`config.mk`:
```
export PLATFORM = sky130hd
export DESIGN_NAME = piradip_sysref_tracker
export DESIGN_NICKNAME = d
export VERILOG_FILES = /design/src/rtl/piradip_sysref_tracker.sv
export SDC_FILE = /design/constraint.sdc
export NUM_CORES = 1
export LEC_CHECK = 0
export ABC_AREA = 1
export CORE_MARGIN = 5
export CORE_UTILIZATION = 45
export DETAILED_ROUTE_END_ITERATION = 8
export SLEW_MARGIN = 5
export SYNTH_ARGS = -nofsm -noshare
export SYNTH_HDL_FRONTEND = slang
export SYNTH_SLANG_ARGS = --single-unit
```
`constraint.sdc`:
```
create_clock -name adc_clk -period 4.3 [get_ports adc_clk]
set_clock_uncertainty 0.15 [all_clocks]
set_input_delay 0.86 -clock adc_clk [delete_from_list [all_inputs] [get_ports adc_clk]]
set_output_delay 0.86 -clock adc_clk [all_outputs]
set_load 0.03 [all_outputs]
```
`src/rtl/piradip_sysref_tracker.sv`:
```
// SYSREF period tracker: detects synchronized SYSREF rising edges, qualifies
// the period over LOCK_COUNT consecutive intervals, then runs a free-running
// phase counter with a once-per-period sync_pulse. Supports armed phase
// re-alignment and counts loss-of-lock events (saturating).
module piradip_sysref_tracker #(
    parameter int PERIOD_W   = 16,
    parameter int LOCK_COUNT = 4,
    parameter int TOL        = 1
) (
    input  logic                adc_clk,
    input  logic                resetn,
    input  logic                sysref,
    input  logic                enable,
    input  logic                arm,
    output logic [PERIOD_W-1:0] period,
    output logic [PERIOD_W-1:0] phase,
    output logic                sync_pulse,
    output logic                locked,
    output logic                armed,
    output logic                aligned_pulse,
    output logic [7:0]          err_count,
    output logic [1:0]          state
);

    localparam int W1 = PERIOD_W + 1;
    localparam int MW = $clog2(LOCK_COUNT + 1);

    typedef enum logic [1:0] {
        IDLE    = 2'd0,
        ACQUIRE = 2'd1,
        LOCKED  = 2'd2
    } state_t;

    state_t              cur_state, next_state;
    logic                sysref_d;
    logic [PERIOD_W-1:0] icnt, icnt_n;
    logic                ref_valid, ref_valid_n;
    logic [PERIOD_W-1:0] cand, cand_n;
    logic [MW-1:0]       match, match_n;
    logic [PERIOD_W-1:0] period_n, phase_n;
    logic                sync_n, locked_n, armed_n, aligned_n;
    logic [7:0]          err_n;

    logic                rise;
    logic                icnt_sat;
    logic [W1-1:0]       icnt_x, cand_x, period_x, tol_x, lim_x;
    logic [W1-1:0]       diff_cand, diff_period;
    logic                in_tol_cand, in_tol_period;
    logic                loss;

    assign rise     = sysref & ~sysref_d;
    assign icnt_sat = &icnt;
    assign state    = cur_state;

    // Extended-width deviation measurements so period+TOL never wraps
    always_comb begin
        icnt_x      = {1'b0, icnt};
        cand_x      = {1'b0, cand};
        period_x    = {1'b0, period};
        tol_x       = W1'(TOL);
        lim_x       = period_x + tol_x;
        diff_cand   = (icnt_x >= cand_x)   ? (icnt_x - cand_x)   : (cand_x - icnt_x);
        diff_period = (icnt_x >= period_x) ? (icnt_x - period_x) : (period_x - icnt_x);
        in_tol_cand   = (diff_cand <= tol_x);
        in_tol_period = (diff_period <= tol_x);
    end

    // Next-state and next-output computation for the tracker
    always_comb begin
        next_state  = cur_state;
        icnt_n      = rise ? PERIOD_W'(1) : (icnt_sat ? icnt : icnt + PERIOD_W'(1));
        ref_valid_n = ref_valid;
        cand_n      = cand;
        match_n     = match;
        period_n    = period;
        phase_n     = phase;
        armed_n     = armed;
        aligned_n   = 1'b0;
        err_n       = err_count;
        loss        = 1'b0;

        if (!enable) begin
            next_state = IDLE;
            phase_n    = '0;
            armed_n    = 1'b0;
        end else begin
            case (cur_state)
                IDLE: begin
                    phase_n    = '0;
                    armed_n    = 1'b0;
                    next_state = ACQUIRE;
                end
                ACQUIRE: begin
                    phase_n = '0;
                    armed_n = 1'b0;
                    if (rise && ref_valid) begin
                        if (in_tol_cand && (match != '0)) begin
                            match_n = match + MW'(1);
                        end else begin
                            cand_n  = icnt;
                            match_n = MW'(1);
                        end
                        if (match_n == MW'(LOCK_COUNT)) begin
                            next_state = LOCKED;
                            period_n   = cand_n;
                            phase_n    = '0;
                        end
                    end
                end
                LOCKED: begin
                    phase_n = (({1'b0, phase} + W1'(1)) >= period_x) ? '0 : phase + PERIOD_W'(1);
                    loss    = rise ? !in_tol_period : (icnt_x >= lim_x);
                    if (loss) begin
                        next_state = ACQUIRE;
                        armed_n    = 1'b0;
                        match_n    = '0;
                        if (err_count != 8'hFF) begin
                            err_n = err_count + 8'd1;
                        end
                    end else begin
                        // An arm in the same cycle as the rise re-arms and defers capture
                        if (armed && rise && !arm) begin
                            phase_n   = '0;
                            aligned_n = 1'b1;
                            armed_n   = 1'b0;
                        end
                        if (arm) begin
                            armed_n = 1'b1;
                        end
                    end
                end
                default: begin
                    next_state = IDLE;
                    phase_n    = '0;
                    armed_n    = 1'b0;
                end
            endcase
        end

        if ((next_state == ACQUIRE) && (cur_state != ACQUIRE)) begin
            ref_valid_n = 1'b0;
            match_n     = '0;
        end else if (rise) begin
            ref_valid_n = 1'b1;
        end else if (icnt_sat) begin
            ref_valid_n = 1'b0;
        end

        locked_n = (next_state == LOCKED);
        sync_n   = (next_state == LOCKED) && (phase_n == '0);
    end

    // State and registered outputs
    always_ff @(posedge adc_clk or negedge resetn) begin
        if (!resetn) begin
            cur_state     <= IDLE;
            sysref_d      <= 1'b0;
            icnt          <= '0;
            ref_valid     <= 1'b0;
            cand          <= '0;
            match         <= '0;
            period        <= '0;
            phase         <= '0;
            sync_pulse    <= 1'b0;
            locked        <= 1'b0;
            armed         <= 1'b0;
            aligned_pulse <= 1'b0;
            err_count     <= '0;
        end else begin
            cur_state     <= next_state;
            sysref_d      <= sysref;
            icnt          <= icnt_n;
            ref_valid     <= ref_valid_n;
            cand          <= cand_n;
            match         <= match_n;
            period        <= period_n;
            phase         <= phase_n;
            sync_pulse    <= sync_n;
            locked        <= locked_n;
            armed         <= armed_n;
            aligned_pulse <= aligned_n;
            err_count     <= err_n;
        end
    end

endmodule

```
==> results.cfg, run 1 <==
[power]
internal_power_mw = 1.931
clockPowerShare_pct = 22.2
ir_drop_mv = 0.1894
p_seq_share_pct = 25.3
p_leak_nw = 6.006
p_total_mw = 3.618
power_frac_comb_pct = 52.5
p_sw_mw = 1.687
powerDensity_mw_per_mm2 = 329.6
swShare_pct = 46.63

[timing]
max_freq_mhz = 248.8
fin_hold_ws_ns = 0.3510
layout_min_cycle_time_ns = 4.019
finalHoldViolations = 0
worst_slack_ns = 0.2810
drv_slew = 0
worstMarginPinSlew_ns = 0.8713
slew-limit-headroom_pct = 41.91
finalSetupViolCount = 0
fin_crit_sh_pct = 93.46

[worst_setup_path]
cp_top_family = simple AND/OR/NAND/NOR gates
rr_startpoint = period[2]$_DFFE_PN0P_
required_ns = 4.39
crit_fanout = 5
critPathArrivalTime_ns = 4.10
critPathKind = flip-flop to flip-flop
cp_slowest_cell = dfrtp_1
path_common_cell = nand2_1
slowest_delay_ns = 0.42
startpoint = period[2]$_DFFE_PN0P_
endpoint_kind = flip-flop
worstPathCellList = inv_1 > nor3_1 > nand3_1 > nor3_1 > nand2_1 > nor3_2 > nand4_1 > xor2_1 > ha_1 > nand4_1 > nor4_2 > nand2_1 > nand3_1 > nand2_1 > nand2_2 > nand2_1 > a21oi_2 > inv_1 > nand2_1 > nand2_1
crit_buf_inv = 2
start_kind = flip-flop

[placed_design]
gp_congestion = 0.9373
portBuffers = 50
place_ws_ns = 0.1696
place_hpwl_um = 24310
post_dp_cell_area_mm2 = 0.01066

[clocking]
clk_pin_slew_ns = 0.07
ctsResizeCount = 0
numCtsBuffers = 9
htreeDepth = 3
clockBufferDepth = 2
hold_buffers = 0
clk_latency_ns = 0.34
root_buffer = clkbuf_16
tritoncts = yes
post_cts_buffers = 0
cts_sinks = 83

[global_routing]
grt-ovfl-total = 0
first_global_vias = 9118
grtUsageTotal_pct = 24.33
antenna_found_initial = 0
grt_max_degree = 65
grt_pass1_wl_um = 47890

[logic_synthesis]
synth_edf_count = 0
synth_nets = 1626
syn_area_mm2 = 0.009669
synthCells = 1515
netlist-cell-type-count = 56
ys_seq_area_share_pct = 21.48
ys_ff_latch = 83
yosys_warnings = 0
synth-main-ff-cell = dfrtp_1
synthArstFlopShare_pct = 100.0
syn_avg_cell_area_um2 = 6.382

[final_layout]
layout.cells.most_common_list = nand2_1, inv_1, nor2_1
antenna_cells = 0
area_growth_pct = 13.53
nets = 1699
fillCellCount = 2226
layout-drive-gt1-share_pct = 8.731
final_common_cell = nand2_1
final_util_pct = 52.06
design_area_mm2 = 0.01098

[detailed_routing]
first_pass_iters = 5
drtIter0Drc = 852
drc = 0
wl_per_cell_um = 15.73
viasPerCell = 5.184
highest_layer = met4
routed-wl-met2_um = 12730
ant_nets = 0
wl_um = 29370
wl_met3_um = 1941
wl_met1_um = 14340
vias = 9678

[floorplanning]
fp.dieW_um = 156.6
core-area_mm2 = 0.02109
die-area_mm2 = 0.02452
io_pins = 51
start_util_pct = 45.85
die_height_um = 156.6
placementRows = 53

[min_path]
min_from = err_count[7]$_DFFE_PN0P_
worstHoldPathType = flip-flop to flip-flop

[run_status]
status = complete, no violations

[flow_run]
maxCapViolations = 0
-- Yosys cell counts (2+ instances only) --
library cell | count | area, µm²
dfrtp_1 | 83 | 2077
and3_1 | 2 | 12.51
buf_2 | 10 | 50.05
clkbuf_2 | 2 | 10.01
a21o_1 | 2 | 15.01
o211ai_1 | 5 | 37.54
buf_6 | 6 | 67.56
a211oi_1 | 6 | 45.04
xor2_1 | 46 | 402.9
inv_2 | 6 | 22.52
nor2_4 | 4 | 45.04
a31oi_1 | 2 | 12.51
nand4_1 | 38 | 237.7
nor4_1 | 5 | 31.28
nand2_4 | 4 | 45.04
and2_1 | 2 | 12.51
nor2_2 | 19 | 118.9
fa_1 | 4 | 80.08
xnor2_1 | 8 | 70.07
inv_1 | 246 | 923.4
clkbuf_1 | 5 | 18.77
o21a_1 | 4 | 30.03
ha_1 | 102 | 1276
a21oi_2 | 20 | 175.2
nor3_1 | 26 | 130.1
nand3_2 | 2 | 20.02
nand2_1 | 461 | 1730
buf_4 | 3 | 22.52
nand3_1 | 97 | 485.5
nor2_1 | 124 | 465.5
o21ai_0 | 63 | 315.3
a21oi_1 | 70 | 350.3
nand3b_1 | 4 | 30.03
nand2_2 | 12 | 75.07
-- worst paths after layout --
check | cells past startpoint | slack (ns) | endpoint
min in group asynchronous | 1 | 0.46 | period[1]$_DFFE_PN0P_
max in group asynchronous | 2 | 2.79 | phase[12]$_DFF_PN0_
min | 1 | 0.35 | err_count[7]$_DFFE_PN0P_
max reg2reg | 20 | 0.28 | match[2]$_DFFE_PN0P_
min reg2reg | 1 | 0.35 | err_count[7]$_DFFE_PN0P_
max | 20 | 0.28 | match[2]$_DFFE_PN0P_
-- layer usage --
layer,GRT usage (%),up-vias
met5,0,-
met4,4.587,0
met3,3.678,24
met2,37.67,283
met1,36.23,4405
li1,-,4966
-- state kept, by name (all words and copies together), names as in the netlist --
name	count
locked	1
err_count	8
armed	1
sync_pulse	1
sysref_d	1
aligned_pulse	1
ref_valid	1
phase	16
match	3
state	2
period	16
cand	16
icnt	16
-- cell families (layout without fill, tap and decap cells) --
logic type      after synthesis  count (layout)  share of synthesized area (%)
compound gates              183             183                          11.13
xor+xnor                     54              54                          4.891
fa+ha+maj                   106             106                          14.03
buf+inv                     279             356                          11.57
flops                        83              83                          21.48
mux                           2               2                         0.2200
simple gates                808             808                          36.68
-- metrics by stage --
step                cells  setup TNS (ns)
floorplan            1515               0
global placement     1852               0
detailed placement   1852               0
CTS                  1867               0
global route         1867        -0.07249
finish               1867               0
-- worst register-to-register path, stage by stage (launching register included) --
cell and delay, ns:
dfrtp_1 0.42, inv_1 0.12, nor3_1 0.33, nand3_1 0.19
nor3_1 0.30, nand2_1 0.16, nor3_2 0.22, nand4_1 0.13
xor2_1 0.17, ha_1 0.35, nand4_1 0.13, nor4_2 0.30
nand2_1 0.09, nand3_1 0.10, nand2_1 0.09, nand2_2 0.17
nand2_1 0.08, a21oi_2 0.20, inv_1 0.10, nand2_1 0.07
nand2_1 0.05
-- area by class of cell --
| class | instances | area, µm² | area share [%] |
|---|---|---|---|
| well taps | 275 | 344.1 | 3.134 |
| multi-input cells | 1153 | 6501 | 59.22 |
| clock inverters | 6 | 70.07 | 0.6383 |
| clock buffers | 9 | 225.2 | 2.052 |
| flip-flops and latches | 83 | 2079 | 18.94 |
| repair buffers | 88 | 808.3 | 7.363 |
| inverters | 253 | 949.7 | 8.651 |
-- power groups by stage --
stage | combinational (mW) | sequential (mW) | clock [mW]
after floorplan | 1.36 | 0.912 | 0
after global placement | 1.85 | 0.930 | 0
after detailed placement | 1.86 | 0.930 | 0
after CTS | 1.87 | 0.915 | 0.819
after global routing | 2.15 | 0.924 | 0.859
final | 1.90 | 0.914 | 0.805
Power figures use the tool's default switching activity.
==> run 2, diff against run 1 <==
- ABC_CLOCK_PERIOD_IN_PS: not set -> 4300
- SLEW_MARGIN: 5 -> 20
==> results of run 2 <==
No change in the layout: final DEF, timing and power equal those of run 1.
